$ cat config.mk
export PLATFORM = sky130hd
export DESIGN_NAME = vga_plot_arbiter_flat
export DESIGN_NICKNAME = d
export VERILOG_FILES = /design/src/rtl/vga_plot_pkg.sv /design/src/rtl/vga_plot_arbiter_if.sv /design/src/rtl/vga_plot_arbiter_clear_scanner.sv /design/src/rtl/vga_plot_arbiter.sv /design/src/flat_wrapper.sv
export SDC_FILE = /design/constraint.sdc
export NUM_CORES = 1
export LEC_CHECK = 0
export CAP_MARGIN = 20
export CORE_UTILIZATION = 49
export CTS_BUF_LIST = sky130_fd_sc_hd__clkbuf_16
export DETAILED_ROUTE_END_ITERATION = 7
export PLACE_DENSITY_LB_ADDON = 0.25
export SETUP_SLACK_MARGIN = 0.1
export SYNTH_ARGS = -nofsm -noshare
export SYNTH_HDL_FRONTEND = slang
export SYNTH_SLANG_ARGS = --single-unit
$ cat constraint.sdc
create_clock -name CLOCK_50 -period 3.9 [get_ports CLOCK_50]
set_clock_uncertainty 0.05 [all_clocks]
set_input_delay 0.78 -clock CLOCK_50 [delete_from_list [all_inputs] [get_ports CLOCK_50]]
set_output_delay 0.78 -clock CLOCK_50 [all_outputs]
set_load 0.05 [all_outputs]
$ cat src/rtl/vga_plot_pkg.sv
// vga_plot_pkg: shared constants for the frame-buffer plot arbiter.
// Holds the 160x120 frame geometry, coordinate/colour widths, the clear
// fill colour, the arbiter FSM state encoding and a range-check helper.
package vga_plot_pkg;

    localparam int XMAX = 160;
    localparam int YMAX = 120;
    localparam int XW   = 8;
    localparam int YW   = 7;
    localparam int CW   = 9;

    localparam logic [CW-1:0] BG_COLOR = 9'h000;

    // Last raster coordinates and exclusive limits at their natural widths.
    localparam logic [XW-1:0] X_LAST = 8'd159;
    localparam logic [YW-1:0] Y_LAST = 7'd119;
    localparam logic [XW-1:0] X_LIM  = 8'd160;
    localparam logic [YW-1:0] Y_LIM  = 7'd120;

    typedef enum logic [0:0] {
        S_IDLE  = 1'b0,
        S_CLEAR = 1'b1
    } state_e;

    // True when a requested pixel lies inside the visible frame.
    function automatic logic in_range(input logic [XW-1:0] x, input logic [YW-1:0] y);
        return (x < X_LIM) && (y < Y_LIM);
    endfunction

endpackage

$ cat src/rtl/vga_plot_arbiter_if.sv
// vga_plot_arbiter_if: requester handshakes and the frame-buffer write bus.
//   req0_*  snake pixel request (valid/ready + x, y, colour)
//   req1_*  overlay pixel request (valid/ready + x, y, colour)
//   VGA_*   registered pixel write toward the VGA adapter
// master: game side (drives requests, observes grants and writes)
// slave : arbiter side
interface vga_plot_arbiter_if;
    import vga_plot_pkg::*;

    logic          req0_valid;
    logic          req0_ready;
    logic [XW-1:0] req0_x;
    logic [YW-1:0] req0_y;
    logic [CW-1:0] req0_color;

    logic          req1_valid;
    logic          req1_ready;
    logic [XW-1:0] req1_x;
    logic [YW-1:0] req1_y;
    logic [CW-1:0] req1_color;

    logic [XW-1:0] VGA_x;
    logic [YW-1:0] VGA_y;
    logic [CW-1:0] VGA_color;
    logic          VGA_write;

    modport master (
        output req0_valid, req0_x, req0_y, req0_color,
        output req1_valid, req1_x, req1_y, req1_color,
        input  req0_ready, req1_ready,
        input  VGA_x, VGA_y, VGA_color, VGA_write
    );

    modport slave (
        input  req0_valid, req0_x, req0_y, req0_color,
        input  req1_valid, req1_x, req1_y, req1_color,
        output req0_ready, req1_ready,
        output VGA_x, VGA_y, VGA_color, VGA_write
    );

endinterface

$ cat src/rtl/vga_plot_arbiter_clear_scanner.sv
// clear_scanner: raster counter for the screen clear.
//   clk, reset  rising-edge clock, synchronous active-high reset
//   start       begin a scan; the counter steps past (0,0) on this edge
//   enable      keep scanning while busy
//   x, y        current raster position (x inner loop, y outer loop)
//   last        position is the final pixel (XMAX-1, YMAX-1)
//   busy        a scan is in progress
// The counter rests at (0,0) between scans, so the pixel presented while
// start is high is always (0,0).
module clear_scanner
    import vga_plot_pkg::*;
(
    input  logic          clk,
    input  logic          reset,
    input  logic          start,
    input  logic          enable,
    output logic [XW-1:0] x,
    output logic [YW-1:0] y,
    output logic          last,
    output logic          busy
);

    logic [XW-1:0] x_q, x_d;
    logic [YW-1:0] y_q, y_d;
    logic          busy_q, busy_d;
    logic          advance_s;
    logic          last_s;

    assign last_s = (x_q == X_LAST) && (y_q == Y_LAST);

    // Next raster position and busy flag; wrap is explicit at the frame edge.
    always_comb begin
        x_d       = x_q;
        y_d       = y_q;
        busy_d    = busy_q;
        advance_s = start || (busy_q && enable);
        if (advance_s) begin
            if (x_q == X_LAST) begin
                x_d = {XW{1'b0}};
                if (y_q == Y_LAST) begin
                    y_d = {YW{1'b0}};
                end else begin
                    y_d = y_q + 7'd1;
                end
            end else begin
                x_d = x_q + 8'd1;
                y_d = y_q;
            end
        end else begin
            x_d = x_q;
            y_d = y_q;
        end
        if (start) begin
            busy_d = 1'b1;
        end else if (busy_q && enable && last_s) begin
            busy_d = 1'b0;
        end else begin
            busy_d = busy_q;
        end
    end

    // Counter and busy registers.
    always_ff @(posedge clk) begin
        if (reset) begin
            x_q    <= {XW{1'b0}};
            y_q    <= {YW{1'b0}};
            busy_q <= 1'b0;
        end else begin
            x_q    <= x_d;
            y_q    <= y_d;
            busy_q <= busy_d;
        end
    end

    assign x    = x_q;
    assign y    = y_q;
    assign last = last_s;
    assign busy = busy_q;

endmodule

$ cat src/rtl/vga_plot_arbiter.sv
// vga_plot_arbiter: shares the frame-buffer write port between the snake
// requester (req0) and the overlay requester (req1), with a built-in
// full-screen clear that has absolute priority.
//   CLOCK_50   rising-edge clock
//   reset      synchronous, active-high
//   clr_start  pulse: start a clear; clr_busy/clr_done report progress
//   oob_err    sticky: an out-of-frame request was accepted
//   bus        requester handshakes and registered VGA write outputs
// A handshake or clear pixel selected before an edge appears on the VGA
// outputs after that edge, giving one pixel per cycle.
module vga_plot_arbiter
    import vga_plot_pkg::*;
(
    input  logic               CLOCK_50,
    input  logic               reset,
    input  logic               clr_start,
    output logic               clr_busy,
    output logic               clr_done,
    output logic               oob_err,
    vga_plot_arbiter_if.slave  bus
);

    state_e        state_q, state_d;
    logic          ptr_q, ptr_d;          // 1: req1 is favoured on a tie
    logic [XW-1:0] vga_x_q, vga_x_d;
    logic [YW-1:0] vga_y_q, vga_y_d;
    logic [CW-1:0] vga_color_q, vga_color_d;
    logic          vga_write_q, vga_write_d;
    logic          clr_busy_q, clr_busy_d;
    logic          last_write_q, last_write_d;
    logic          clr_done_q, clr_done_d;
    logic          oob_q, oob_d;

    logic          clear_start_s, clear_emit_s, arb_en_s;
    logic          grant0_s, grant1_s;
    logic [XW-1:0] scan_x;
    logic [YW-1:0] scan_y;
    logic          scan_last, scan_busy;

    clear_scanner u_scan (
        .clk    (CLOCK_50),
        .reset  (reset),
        .start  (clear_start_s),
        .enable (state_q == S_CLEAR),
        .x      (scan_x),
        .y      (scan_y),
        .last   (scan_last),
        .busy   (scan_busy)
    );

    // Clear launch and round-robin grants. Grants are withheld while a clear
    // is starting or its writes are still draining through the output stage.
    always_comb begin
        clear_start_s = (state_q == S_IDLE) && clr_start;
        clear_emit_s  = clear_start_s || (state_q == S_CLEAR);
        arb_en_s      = (state_q == S_IDLE) && !clr_start && !clr_busy_q && !reset;
        grant0_s      = arb_en_s && bus.req0_valid && (!bus.req1_valid || !ptr_q);
        grant1_s      = arb_en_s && bus.req1_valid && (!bus.req0_valid || ptr_q);
    end

    // FSM next state.
    always_comb begin
        state_d = state_q;
        case (state_q)
            S_IDLE: begin
                if (clr_start) begin
                    state_d = S_CLEAR;
                end else begin
                    state_d = S_IDLE;
                end
            end
            S_CLEAR: begin
                if (scan_last || !scan_busy) begin
                    state_d = S_IDLE;
                end else begin
                    state_d = S_CLEAR;
                end
            end
            default: state_d = S_IDLE;
        endcase
    end

    // Output stage, pointer and status flags.
    always_comb begin
        vga_x_d      = vga_x_q;
        vga_y_d      = vga_y_q;
        vga_color_d  = vga_color_q;
        vga_write_d  = 1'b0;
        ptr_d        = ptr_q;
        oob_d        = oob_q;
        clr_busy_d   = clear_emit_s;
        // clr_done trails the last clear write by one cycle.
        last_write_d = (state_q == S_CLEAR) && scan_last;
        clr_done_d   = last_write_q;
        if (clear_emit_s) begin
            vga_x_d     = scan_x;
            vga_y_d     = scan_y;
            vga_color_d = BG_COLOR;
            vga_write_d = 1'b1;
        end else if (grant0_s) begin
            ptr_d = 1'b1;
            if (in_range(bus.req0_x, bus.req0_y)) begin
                vga_x_d     = bus.req0_x;
                vga_y_d     = bus.req0_y;
                vga_color_d = bus.req0_color;
                vga_write_d = 1'b1;
            end else begin
                oob_d = 1'b1;
            end
        end else if (grant1_s) begin
            ptr_d = 1'b0;
            if (in_range(bus.req1_x, bus.req1_y)) begin
                vga_x_d     = bus.req1_x;
                vga_y_d     = bus.req1_y;
                vga_color_d = bus.req1_color;
                vga_write_d = 1'b1;
            end else begin
                oob_d = 1'b1;
            end
        end else begin
            vga_write_d = 1'b0;
        end
    end

    // State, pointer and output registers.
    always_ff @(posedge CLOCK_50) begin
        if (reset) begin
            state_q      <= S_IDLE;
            ptr_q        <= 1'b0;
            vga_x_q      <= {XW{1'b0}};
            vga_y_q      <= {YW{1'b0}};
            vga_color_q  <= {CW{1'b0}};
            vga_write_q  <= 1'b0;
            clr_busy_q   <= 1'b0;
            last_write_q <= 1'b0;
            clr_done_q   <= 1'b0;
            oob_q        <= 1'b0;
        end else begin
            state_q      <= state_d;
            ptr_q        <= ptr_d;
            vga_x_q      <= vga_x_d;
            vga_y_q      <= vga_y_d;
            vga_color_q  <= vga_color_d;
            vga_write_q  <= vga_write_d;
            clr_busy_q   <= clr_busy_d;
            last_write_q <= last_write_d;
            clr_done_q   <= clr_done_d;
            oob_q        <= oob_d;
        end
    end

    assign bus.req0_ready = grant0_s;
    assign bus.req1_ready = grant1_s;
    assign bus.VGA_x      = vga_x_q;
    assign bus.VGA_y      = vga_y_q;
    assign bus.VGA_color  = vga_color_q;
    assign bus.VGA_write  = vga_write_q;
    assign clr_busy       = clr_busy_q;
    assign clr_done       = clr_done_q;
    assign oob_err        = oob_q;

endmodule

$ cat src/flat_wrapper.sv
// flat-port wrapper written by rule: the top's interface ports become plain ports
module vga_plot_arbiter_flat import vga_plot_pkg::*;
  (CLOCK_50, reset, clr_start, clr_busy, clr_done, oob_err, bus_req0_valid, bus_req0_x, bus_req0_y, bus_req0_color, bus_req1_valid, bus_req1_x, bus_req1_y, bus_req1_color, bus_req0_ready, bus_req1_ready, bus_VGA_x, bus_VGA_y, bus_VGA_color, bus_VGA_write);
  vga_plot_arbiter_if bus_i ();
  input  logic CLOCK_50;
  input  logic reset;
  input  logic clr_start;
  output logic clr_busy;
  output logic clr_done;
  output logic oob_err;
  input wire logic [$bits(bus_i.req0_valid)-1:0] bus_req0_valid;
  input wire logic [$bits(bus_i.req0_x)-1:0] bus_req0_x;
  input wire logic [$bits(bus_i.req0_y)-1:0] bus_req0_y;
  input wire logic [$bits(bus_i.req0_color)-1:0] bus_req0_color;
  input wire logic [$bits(bus_i.req1_valid)-1:0] bus_req1_valid;
  input wire logic [$bits(bus_i.req1_x)-1:0] bus_req1_x;
  input wire logic [$bits(bus_i.req1_y)-1:0] bus_req1_y;
  input wire logic [$bits(bus_i.req1_color)-1:0] bus_req1_color;
  output wire logic [$bits(bus_i.req0_ready)-1:0] bus_req0_ready;
  output wire logic [$bits(bus_i.req1_ready)-1:0] bus_req1_ready;
  output wire logic [$bits(bus_i.VGA_x)-1:0] bus_VGA_x;
  output wire logic [$bits(bus_i.VGA_y)-1:0] bus_VGA_y;
  output wire logic [$bits(bus_i.VGA_color)-1:0] bus_VGA_color;
  output wire logic [$bits(bus_i.VGA_write)-1:0] bus_VGA_write;
  assign bus_i.req0_valid = bus_req0_valid;
  assign bus_i.req0_x = bus_req0_x;
  assign bus_i.req0_y = bus_req0_y;
  assign bus_i.req0_color = bus_req0_color;
  assign bus_i.req1_valid = bus_req1_valid;
  assign bus_i.req1_x = bus_req1_x;
  assign bus_i.req1_y = bus_req1_y;
  assign bus_i.req1_color = bus_req1_color;
  assign bus_req0_ready = bus_i.req0_ready;
  assign bus_req1_ready = bus_i.req1_ready;
  assign bus_VGA_x = bus_i.VGA_x;
  assign bus_VGA_y = bus_i.VGA_y;
  assign bus_VGA_color = bus_i.VGA_color;
  assign bus_VGA_write = bus_i.VGA_write;
  vga_plot_arbiter u_core (.CLOCK_50(CLOCK_50), .reset(reset), .clr_start(clr_start), .clr_busy(clr_busy), .clr_done(clr_done), .oob_err(oob_err), .bus(bus_i));
endmodule
# Word-level counts from Yosys, hierarchy flattened
# Cells that the tools add are included.
[totals]
register_bits = 47
in_bits = 53
out_inout_bits = 30
word_cells = 96
[op_classes]
addsub = 2
n_lt_le_gt_ge = 4
n_eq_ne = 6
n_mux = 32
bitwise_logic = 2
reduce_logical = 37
[op_table]
columns = ["operator", "count"]
rows = [
  ["$mux 8", 6],
  ["$mux 7", 6],
  ["$mux 9", 4],
  ["$lt 8x8->1 const B", 2],
  ["$mux 1", 15],
  ["$logic_and 1x1->1", 14],
  ["$lt 7x7->1 const B", 2],
  ["$add 8x1->8 const B", 1],
  ["$eq 8x8->1 const B", 1],
  ["$add 7x1->7 const B", 1],
  ["$eq 7x7->1 const B", 1],
  ["$logic_not 1->1", 7],
  ["$reduce_and 3->1", 2],
  ["$reduce_bool 2->1", 3],
  ["$reduce_bool 3->1", 2],
  ["$logic_or 1x1->1", 5],
  ["$ne 2x2->1 const B", 2],
  ["$reduce_and 2->1", 2],
  ["$reduce_and 4->1", 1],
  ["$ne 3x1->1 const B", 1],
  ["$ne 2x1->1 const B", 1],
  ["$not 1->1", 2],
  ["$pmux 1 s2", 1],
  ["$reduce_or 2->1", 1],
]

# Depth between registers and ports, before layout
# Gate-level depths: netlist (run 1).
[depth]
ltp_word = 9
mapped_depth = 9
mapped_depth_nobuf = 6

# Modules after synthesis
# A second synthesis (run 1) with hierarchy kept.
[unflattened]
cells_unflattened = 285
hier_area_um2 = 2451.1
[modules_own_cells]
columns = ["mod", "n_inst", "cells_each", "area_per_inst_um2", "seq_area_each_um2"]
rows = [
  ["vga_plot_arbiter", 1, 203, 1692.9, 620.6],
  ["clear_scanner", 1, 82, 758.2, 320.3],
]

# Worst setup path after synthesis (run 1)
# OpenSTA, ideal clock, no wires.
[synth_timing]
path_kind = "input to output"
startpoint = "in clr_start"
endpoint = "out bus_req0_ready"
t_arrival_ns = 2.052
required_ns = 3.070
slack_ns = 1.018
path_stages = 6
path_buffers = 3
path_cell_list = "or4_4 > or2_1 > buf_6 > clkinv_4 > buf_8 > buf_6"
[synth_via]
elab_chain_cells = 6
[synth_lines]
columns = ["element", "line_no", "rtl"]
rows = [
  ["from (decl)", "flat_wrapper.sv:7", "input logic clr_start;"],
  ["$logic_not 1->1", "vga_plot_arbiter.sv:56", "arb_en_s = (state_q == S_IDLE) && !clr_start && !clr_busy_q && !reset;"],
  ["$logic_and 1x1->1 (3 in a row)", "vga_plot_arbiter.sv:56", ""],
  ["$logic_and 1x1->1 (2 in a row)", "vga_plot_arbiter.sv:57", "grant0_s = arb_en_s && bus.req0_valid && (!bus.req1_valid || !ptr_q);"],
  ["to (decl)", "flat_wrapper.sv:19", "output wire logic [$bits(bus_i.req0_ready)-1:0] bus_req0_ready;"],
]
# No other way between the ends.

# Worst setup path in the final report (run 1)
# Same ends and word-level chain as after synthesis.

==> results of run 1 <==
-- power breakdown --
group	switching (mW)	internal [mW]	total (mW)
sequential	0.0146	0.500	0.515
combinational	0.135	0.118	0.253
clock	0.172	0.231	0.403
total	0.322	0.849	1.17
-- worst max-delay path by stage --
| stage | from | to | slack (ns) |
|---|---|---|---|
| 5_1_grt | clr_start | bus_req0_ready | 0.54 |
| 3_5_place_dp | clr_start | bus_req0_ready | 0.60 |
| 4_1_cts | clr_start | bus_req0_ready | 0.60 |
| 3_3_place_gp | clr_start | bus_req0_ready | 0.62 |
| 6_report | clr_start | bus_req0_ready | 0.61 |
| 2_1_floorplan | clr_start | bus_req0_ready | 1.02 |
-- layer usage --
metal	part of all wire, %	routed length (µm)	up-vias	track usage, %
li1	-	-	1129	-
met1	41	2510	1053	30.1
met3	5.6	346	12	5.97
met5	0	0	-	0
met4	2.2	132	0	9.15
met2	51	3140	84	43.9
-- cells in the mapped netlist --
cell,instances
sky130_fd_sc_hd__a211oi_1,1
sky130_fd_sc_hd__a21bo_2,1
sky130_fd_sc_hd__a21o_1,1
sky130_fd_sc_hd__a21oi_1,4
sky130_fd_sc_hd__a21oi_4,1
sky130_fd_sc_hd__a311o_1,15
sky130_fd_sc_hd__a311oi_1,9
sky130_fd_sc_hd__and3_1,3
sky130_fd_sc_hd__buf_1,1
sky130_fd_sc_hd__buf_6,4
sky130_fd_sc_hd__buf_8,2
sky130_fd_sc_hd__clkbuf_1,10
sky130_fd_sc_hd__clkinv_4,1
sky130_fd_sc_hd__dfxtp_1,47
sky130_fd_sc_hd__ha_1,2
sky130_fd_sc_hd__inv_1,2
sky130_fd_sc_hd__mux2_2,1
sky130_fd_sc_hd__mux2i_1,17
sky130_fd_sc_hd__nand2_1,58
sky130_fd_sc_hd__nand2b_1,17
sky130_fd_sc_hd__nand3_1,1
sky130_fd_sc_hd__nand3b_1,1
sky130_fd_sc_hd__nand4_1,7
sky130_fd_sc_hd__nand4b_1,1
sky130_fd_sc_hd__nand4bb_1,1
sky130_fd_sc_hd__nand4bb_4,1
sky130_fd_sc_hd__nor2_1,43
sky130_fd_sc_hd__nor2b_1,1
sky130_fd_sc_hd__nor3_2,1
sky130_fd_sc_hd__nor3_4,1
sky130_fd_sc_hd__nor4_1,1
sky130_fd_sc_hd__o211ai_2,1
sky130_fd_sc_hd__o21ai_0,5
sky130_fd_sc_hd__o21bai_1,1
sky130_fd_sc_hd__or2_1,1
sky130_fd_sc_hd__or2_2,1
sky130_fd_sc_hd__or3_1,2
sky130_fd_sc_hd__or4_4,1
sky130_fd_sc_hd__xnor2_1,2
sky130_fd_sc_hd__xor2_1,10
-- metrics by stage --
stage | util (%) | std cells | hold slack [ns] | setup slack, ns
CTS | 72.1 | 427 | 0.396 | 0.603
detailed placement | 69.2 | 419 | 0.378 | 0.602
floorplan | - | 280 | 0.364 | 1.02
global route | 72.1 | 427 | 0.421 | 0.542
finish | 72.1 | 427 | 0.390 | 0.611
global placement | 69.2 | 419 | 0.369 | 0.623
-- kinds of logic after synthesis --
kind of cell / after synthesis / share of synthesized area (%)
AO/OA/AOI/OAI: 39 / 14.0
AND/OR/NAND/NOR: 142 / 28.4
flip-flops: 47 / 39.1
multiplexers: 18 / 7.55
XOR/XNOR: 12 / 4.37
adder cells (fa/ha/maj): 2 / 1.04
buffers and inverters: 20 / 5.52
-- sequential cells by signal (all words and copies together), names as in the netlist --
register              cells
u_core.bus.VGA_color      9
u_core.bus.VGA_write      1
u_core.bus.VGA_x          8
u_core.bus.VGA_y          7
u_core.clr_busy           1
u_core.clr_done           1
u_core.clr_done_d         1
u_core.oob_err            1
u_core.ptr_q              1
u_core.state_q            1
u_core.u_scan.busy        1
u_core.u_scan.x           8
u_core.u_scan.y           7
-- worst max-delay path: stages --
cell                              delay [ns]
sky130_fd_sc_hd__clkdlybuf4s50_1        0.44
sky130_fd_sc_hd__or4_4                  0.58
sky130_fd_sc_hd__or2_1                  0.29
sky130_fd_sc_hd__clkinv_4               0.19
sky130_fd_sc_hd__buf_12                 0.17
-- area by class of cell --
cell class,instances,area [µm²]
Clock inverter,3,11.3
Timing Repair Buffer,89,893
Fill cell,383,1320
Tap cell,67,83.8
Inverter,3,16.3
Multi-Input combinational cell,213,1330
Sequential cell,47,941
Clock buffer,5,125
==> impl_metrics.json, run 1 <==
{
  "peakVddDrop_mv": 0.218,
  "fin_setup_tns_ns": 0,
  "maxCapViolations": 0,
  "most-common-layout-cells": "sky130_fd_sc_hd__clkdlybuf4s50_1 (80), sky130_fd_sc_hd__nand2_1 (58), sky130_fd_sc_hd__dfxtp_1 (47)",
  "synth_sequential_area_ratio_pct": 39.1,
  "setup.worst_path.start_class": "input pin",
  "status": "finished, final reports clean",
  "final_hold_viol_count": 0,
  "worstHoldPathCells": 1,
  "synth_top_cell_area_share_pct": 39.1,
  "cts_tree": "built",
  "synth_seq_cells": 47,
  "reg2regPathDepth": 6,
  "cts.path.max_buffers": 2,
  "clock_latency_ns": 0.29,
  "root_buffer_selected_by_cts": "sky130_fd_sc_hd__clkbuf_16",
  "fin_area_um2": 3400,
  "setup.worst_path.class": "in2out",
  "detailed_place_hpwl_um": 4320,
  "hold_path_startpoint": "u_core.clr_done_d$_SDFF_PP0_",
  "cts_htree_levels": 2,
  "worstPathRequired_ns": 3.07,
  "finalMaxSlewViolations": 0,
  "endpoint_kind": "output pin",
  "library_cell_with_the_largest_summed_area_after_synthesis": "sky130_fd_sc_hd__dfxtp_1",
  "place_area_um2": 3270,
  "setup_repair_after_global_routing_missed_its_margin": "no",
  "drt-initial-drc-count": 127,
  "global_route_wire_length_before_repair_um": 10000,
  "first_global_vias": 2161,
  "portBuffers": 82,
  "p_total_mw": 1.17,
  "drt-vias-per-instance": 5.33,
  "max_freq_mhz": 304,
  "drt-pass1-iter-count": 5,
  "drive_above_1_share_pct": 6.94,
  "post_synth.cell_area_avg_um2": 8.58,
  "core_area_um2": 4720,
  "netlist_instances": 280,
  "cts_hold_buf": 0,
  "pwr_density_cell_nw_per_um2": 344,
  "drt_wirelength_um": 6130,
  "cp_max_fo": 25,
  "routabilityCongestion": 0.760,
  "r2r-end": "u_core.bus.VGA_color[4]$_SDFFE_PP0P_",
  "finish.net_count": 414,
  "hold-path-endpoint": "u_core.clr_done$_SDFF_PP0_",
  "clkTransAtPathRegs_ns": 0.06,
  "setup_violations": 0,
  "detail_route.wl_per_cell_um": 14.4,
  "remaining_routing_drc_violations": 0,
  "die_h_um": 72.0,
  "holdCritPathClass": "reg2reg",
  "layout.cells.most_common": "sky130_fd_sc_hd__clkdlybuf4s50_1",
  "io_pins": 83,
  "regToRegSetupSlack_ns": 1.71,
  "cts.repair_timing.setup_buffer_count": 0,
  "worstReg2RegStart": "u_core.state_q$_SDFF_PP0_",
  "synthTopCellsByArea": "sky130_fd_sc_hd__dfxtp_1 (39%), sky130_fd_sc_hd__nand2_1 (9.1%), sky130_fd_sc_hd__mux2i_1 (7.1%)",
  "synthesis.nets": 335,
  "max_slew.worst_pin.slew_ns": 0.840,
  "post_cts_resize_count": 0,
  "globalRouteOverflowTotal": 0,
  "crit_arrival_ns": 2.46,
  "synthesis.area_um2": 2400,
  "global_route.usage.total_pct": 25.1,
  "finalCriticalPeriod_ns": 3.29,
  "area_enclosed_by_the_die_boundary_um2": 5190,
  "p_leak_nw": 1.26,
  "floorplan.rows": 25,
  "final_clock_period_utilization_by_the_worst_path_pct": 84.3,
  "relSlewSlack_pct": 43.9,
  "dieWidth_um": 72.0,
  "dr_total_vias": 2278,
  "yosys_warnings": 0,
  "syn_to_final_growth_pct": 41.6,
  "start_util_pct": 50.9,
  "pin_count_of_the_biggest_net_entering_global_routing": 48,
  "cts_made_buffers": 5,
  "post_synth_num_cell_types": 40,
  "drt.antenna.violating_nets": 0,
  "clock_sink_count": 47,
  "initial_antenna_violation_count": 0,
  "insertedDiodeCount": 0
}
(Power assumes the default switching activity.)
==> run 2, diff against run 1 <==
--- a/config.mk
+++ b/config.mk
@@ -6,7 +6,7 @@
 export NUM_CORES = 1
 export LEC_CHECK = 0
 export CAP_MARGIN = 20
-export CORE_UTILIZATION = 49
+export CORE_UTILIZATION = 41
 export CTS_BUF_LIST = sky130_fd_sc_hd__clkbuf_16
 export DETAILED_ROUTE_END_ITERATION = 7
 export PLACE_DENSITY_LB_ADDON = 0.25
==> constraint.sdc (replaced) <==
create_clock -name CLOCK_50 -period 2.7 [get_ports CLOCK_50]
set_clock_uncertainty 0.05 [all_clocks]
set_input_delay 0.54 -clock CLOCK_50 [delete_from_list [all_inputs] [get_ports CLOCK_50]]
set_output_delay 0.54 -clock CLOCK_50 [all_outputs]
set_load 0.05 [all_outputs]
==> run 2 against run 1 <==
  * Flip-flop and latch count stayed put
  * Critical path depth stayed put
  * Setup slack worse by 0.48 ns
  * Clock-buffer cell count stayed put
  * Cell area is 2.6% higher
  * Power is 45% higher
  * Cell count is 1.9% higher
  * Register-to-register slack worse by 1.2 ns
  * Routed wire length is 3.3% higher
  * Die area is 19% higher
  * First-iteration DRC count is 25% lower
  * Critical path type unchanged
==> impl_metrics.json, run 2 (same netlist as run 1, synthesis figures left out) <==
{
  "status": "finished, final reports clean",
  "finish.net_count": 419,
  "cts.path.max_buffers": 2,
  "remaining_routing_drc_violations": 0,
  "reg2regPathDepth": 7,
  "clock_power_share_pct": 33.8,
  "internal-power_mw": 1.23,
  "insertedDiodeCount": 0,
  "setup_repair_after_global_routing_missed_its_margin": "yes",
  "dr_total_vias": 2276,
  "drive_above_1_share_pct": 8.82,
  "start_util_pct": 43.1,
  "cp_max_fo": 2,
  "core_area_um2": 5570,
  "dieWidth_um": 78.6,
  "fillCellCount": 510,
  "cts_made_buffers": 5,
  "fin_setup_tns_ns": 0,
  "die_h_um": 78.6,
  "drt-vias-per-instance": 5.23,
  "layout.cells.most_common": "sky130_fd_sc_hd__clkdlybuf4s50_1",
  "worstReg2RegStart": "u_core.state_q$_SDFF_PP0_",
  "setup.worst_path.start_class": "input pin",
  "peakVddDrop_mv": 0.401,
  "final_hold_viol_count": 0,
  "setup_violations": 0,
  "drt_wirelength_um": 6330,
  "hold_path_startpoint": "u_core.clr_done_d$_SDFF_PP0_",
  "relSlewSlack_pct": 64.4,
  "switching_share_pct": 27.3,
  "first_global_vias": 2224,
  "cts_htree_levels": 2,
  "p_leak_nw": 1.30,
  "largest_reg_flops": 9,
  "drt-pass1-iter-count": 4,
  "cts_tree": "built",
  "syn_to_final_growth_pct": 45.2,
  "pwr_density_cell_nw_per_um2": 485,
  "drt-initial-drc-count": 95,
  "switchingPower_mw": 0.463,
  "pin_count_of_the_biggest_net_entering_global_routing": 48,
  "routabilityCongestion": 0.775,
  "holdCritPathClass": "reg2reg",
  "max_freq_mhz": 389,
  "globalRouteOverflowTotal": 0,
  "final_clock_period_utilization_by_the_worst_path_pct": 95.3,
  "hold-path-endpoint": "u_core.clr_done$_SDFF_PP0_",
  "max_slew.worst_pin.slew_ns": 0.532,
  "clock_latency_ns": 0.28,
  "endpoint_kind": "output pin",
  "portBuffers": 82,
  "initial_antenna_violation_count": 0,
  "floorplan.rows": 27,
  "final_core_util_pct": 62.6,
  "clkTransAtPathRegs_ns": 0.06,
  "worstPathRequired_ns": 2.11,
  "maxCapViolations": 0,
  "setup.worst_path.class": "in2out",
  "power.share.combinational_pct": 22.3,
  "r2r-end": "u_core.bus.VGA_color[1]$_SDFFE_PP0P_",
  "most-common-layout-cells": "sky130_fd_sc_hd__clkdlybuf4s50_1 (80), sky130_fd_sc_hd__nand2_1 (58), sky130_fd_sc_hd__dfxtp_1 (47)",
  "root_buffer_selected_by_cts": "sky130_fd_sc_hd__clkbuf_16",
  "io_pins": 83,
  "global_route_wire_length_before_repair_um": 10400,
  "detailed_place_hpwl_um": 4490,
  "regToRegSetupSlack_ns": 0.49,
  "crit_arrival_ns": 1.98,
  "detail_route.wl_per_cell_um": 14.6,
  "drt.antenna.violating_nets": 0,
  "worstHoldPathCells": 1,
  "area_enclosed_by_the_die_boundary_um2": 6170,
  "place_worst_setup_slack_ns": -0.0358,
  "global_route.usage.total_pct": 21.4,
  "finalMaxSlewViolations": 0,
  "clock_sink_count": 47,
  "sequentialPowerShare_pct": 43.9,
  "finalCriticalPeriod_ns": 2.57,
  "timing.final.ws_setup_ns": 0.128
}
## run 2: cell count changes in the layout (fill, tap and decap cells not counted)
cell,delta
sky130_fd_sc_hd__clkinv_1,-2
sky130_fd_sc_hd__or2_1,-1
sky130_fd_sc_hd__buf_6,+1
sky130_fd_sc_hd__nor2_1,-1
sky130_fd_sc_hd__buf_12,+3
sky130_fd_sc_hd__or2_4,+1
sky130_fd_sc_hd__buf_4,+1
sky130_fd_sc_hd__nor2_4,+1
## run 2: layout make-up
| type | instances | area (µm²) | share of cell area, % |
|---|---|---|---|
| Clock buffer | 5 | 125 | 3.58 |
| Clock inverter | 1 | 3.75 | 0.108 |
| Inverter | 3 | 16.3 | 0.466 |
| Multi-Input combinational cell | 213 | 1340 | 38.5 |
| Sequential cell | 47 | 941 | 27.0 |
| Tap cell | 72 | 90.1 | 2.58 |
| Timing Repair Buffer | 94 | 972 | 27.8 |
## run 2: routing by layer
layer	wire length [µm]	GRT usage [%]	vias to the layer above
li1	-	-	1136
met1	2870	26.5	1057
met2	2910	35.7	75
met3	451	5.58	8
met4	103	7.41	0
met5	0	0	-
## run 2: timing repair
item                                    CTS  global route
cloned                                    0             0
resized for setup                         2             2
endpoints found under the hold margin     0             0
buffers inserted                          1             0
endpoints found under the setup margin    2             4
pin swaps                                 0             1
hold buffers                              0             0
## run 2: worst max-delay path by stage
stage,startpoint,to,slack [ns],cells past startpoint
5_1_grt,clr_start,bus_req0_ready,0.09,5
3_3_place_gp,clr_start,bus_req0_ready,0.01,5
4_1_cts,clr_start,bus_req0_ready,0.10,5
6_report,clr_start,bus_req0_ready,0.13,5
3_5_place_dp,clr_start,u_core.bus.VGA_color[7]$_SDFFE_PP0P_,-0.04,8
2_1_floorplan,clr_start,bus_req0_ready,0.30,6
## run 2: critical path: stages
cell and delay, ns:
sky130_fd_sc_hd__clkdlybuf4s50_1 0.42, sky130_fd_sc_hd__or4_4 0.55, sky130_fd_sc_hd__or2_4 0.28, sky130_fd_sc_hd__clkinv_4 0.07, sky130_fd_sc_hd__buf_12 0.12
## run 2: power by group through the flow
stage	sequential (mW)	combinational [mW]	clock [mW]
final	0.744	0.378	0.573
after global routing	0.747	0.404	0.613
after CTS	0.743	0.378	0.585
after detailed placement	0.757	0.374	0
after global placement	0.757	0.371	0
after floorplan	0.827	0.142	0
## run 2: through the flow
stage | hold WS [ns] | cell area, µm² | power, mW | std cells
2_1_floorplan | 0.364 | 2400 | 0.969 | 280
3_3_place_gp | 0.371 | 3340 | 1.13 | 428
3_5_place_dp | 0.380 | 3340 | 1.13 | 428
4_1_cts | 0.394 | 3480 | 1.71 | 435
5_1_grt | 0.406 | 3490 | 1.76 | 435
6_report | 0.387 | 3490 | 1.69 | 435
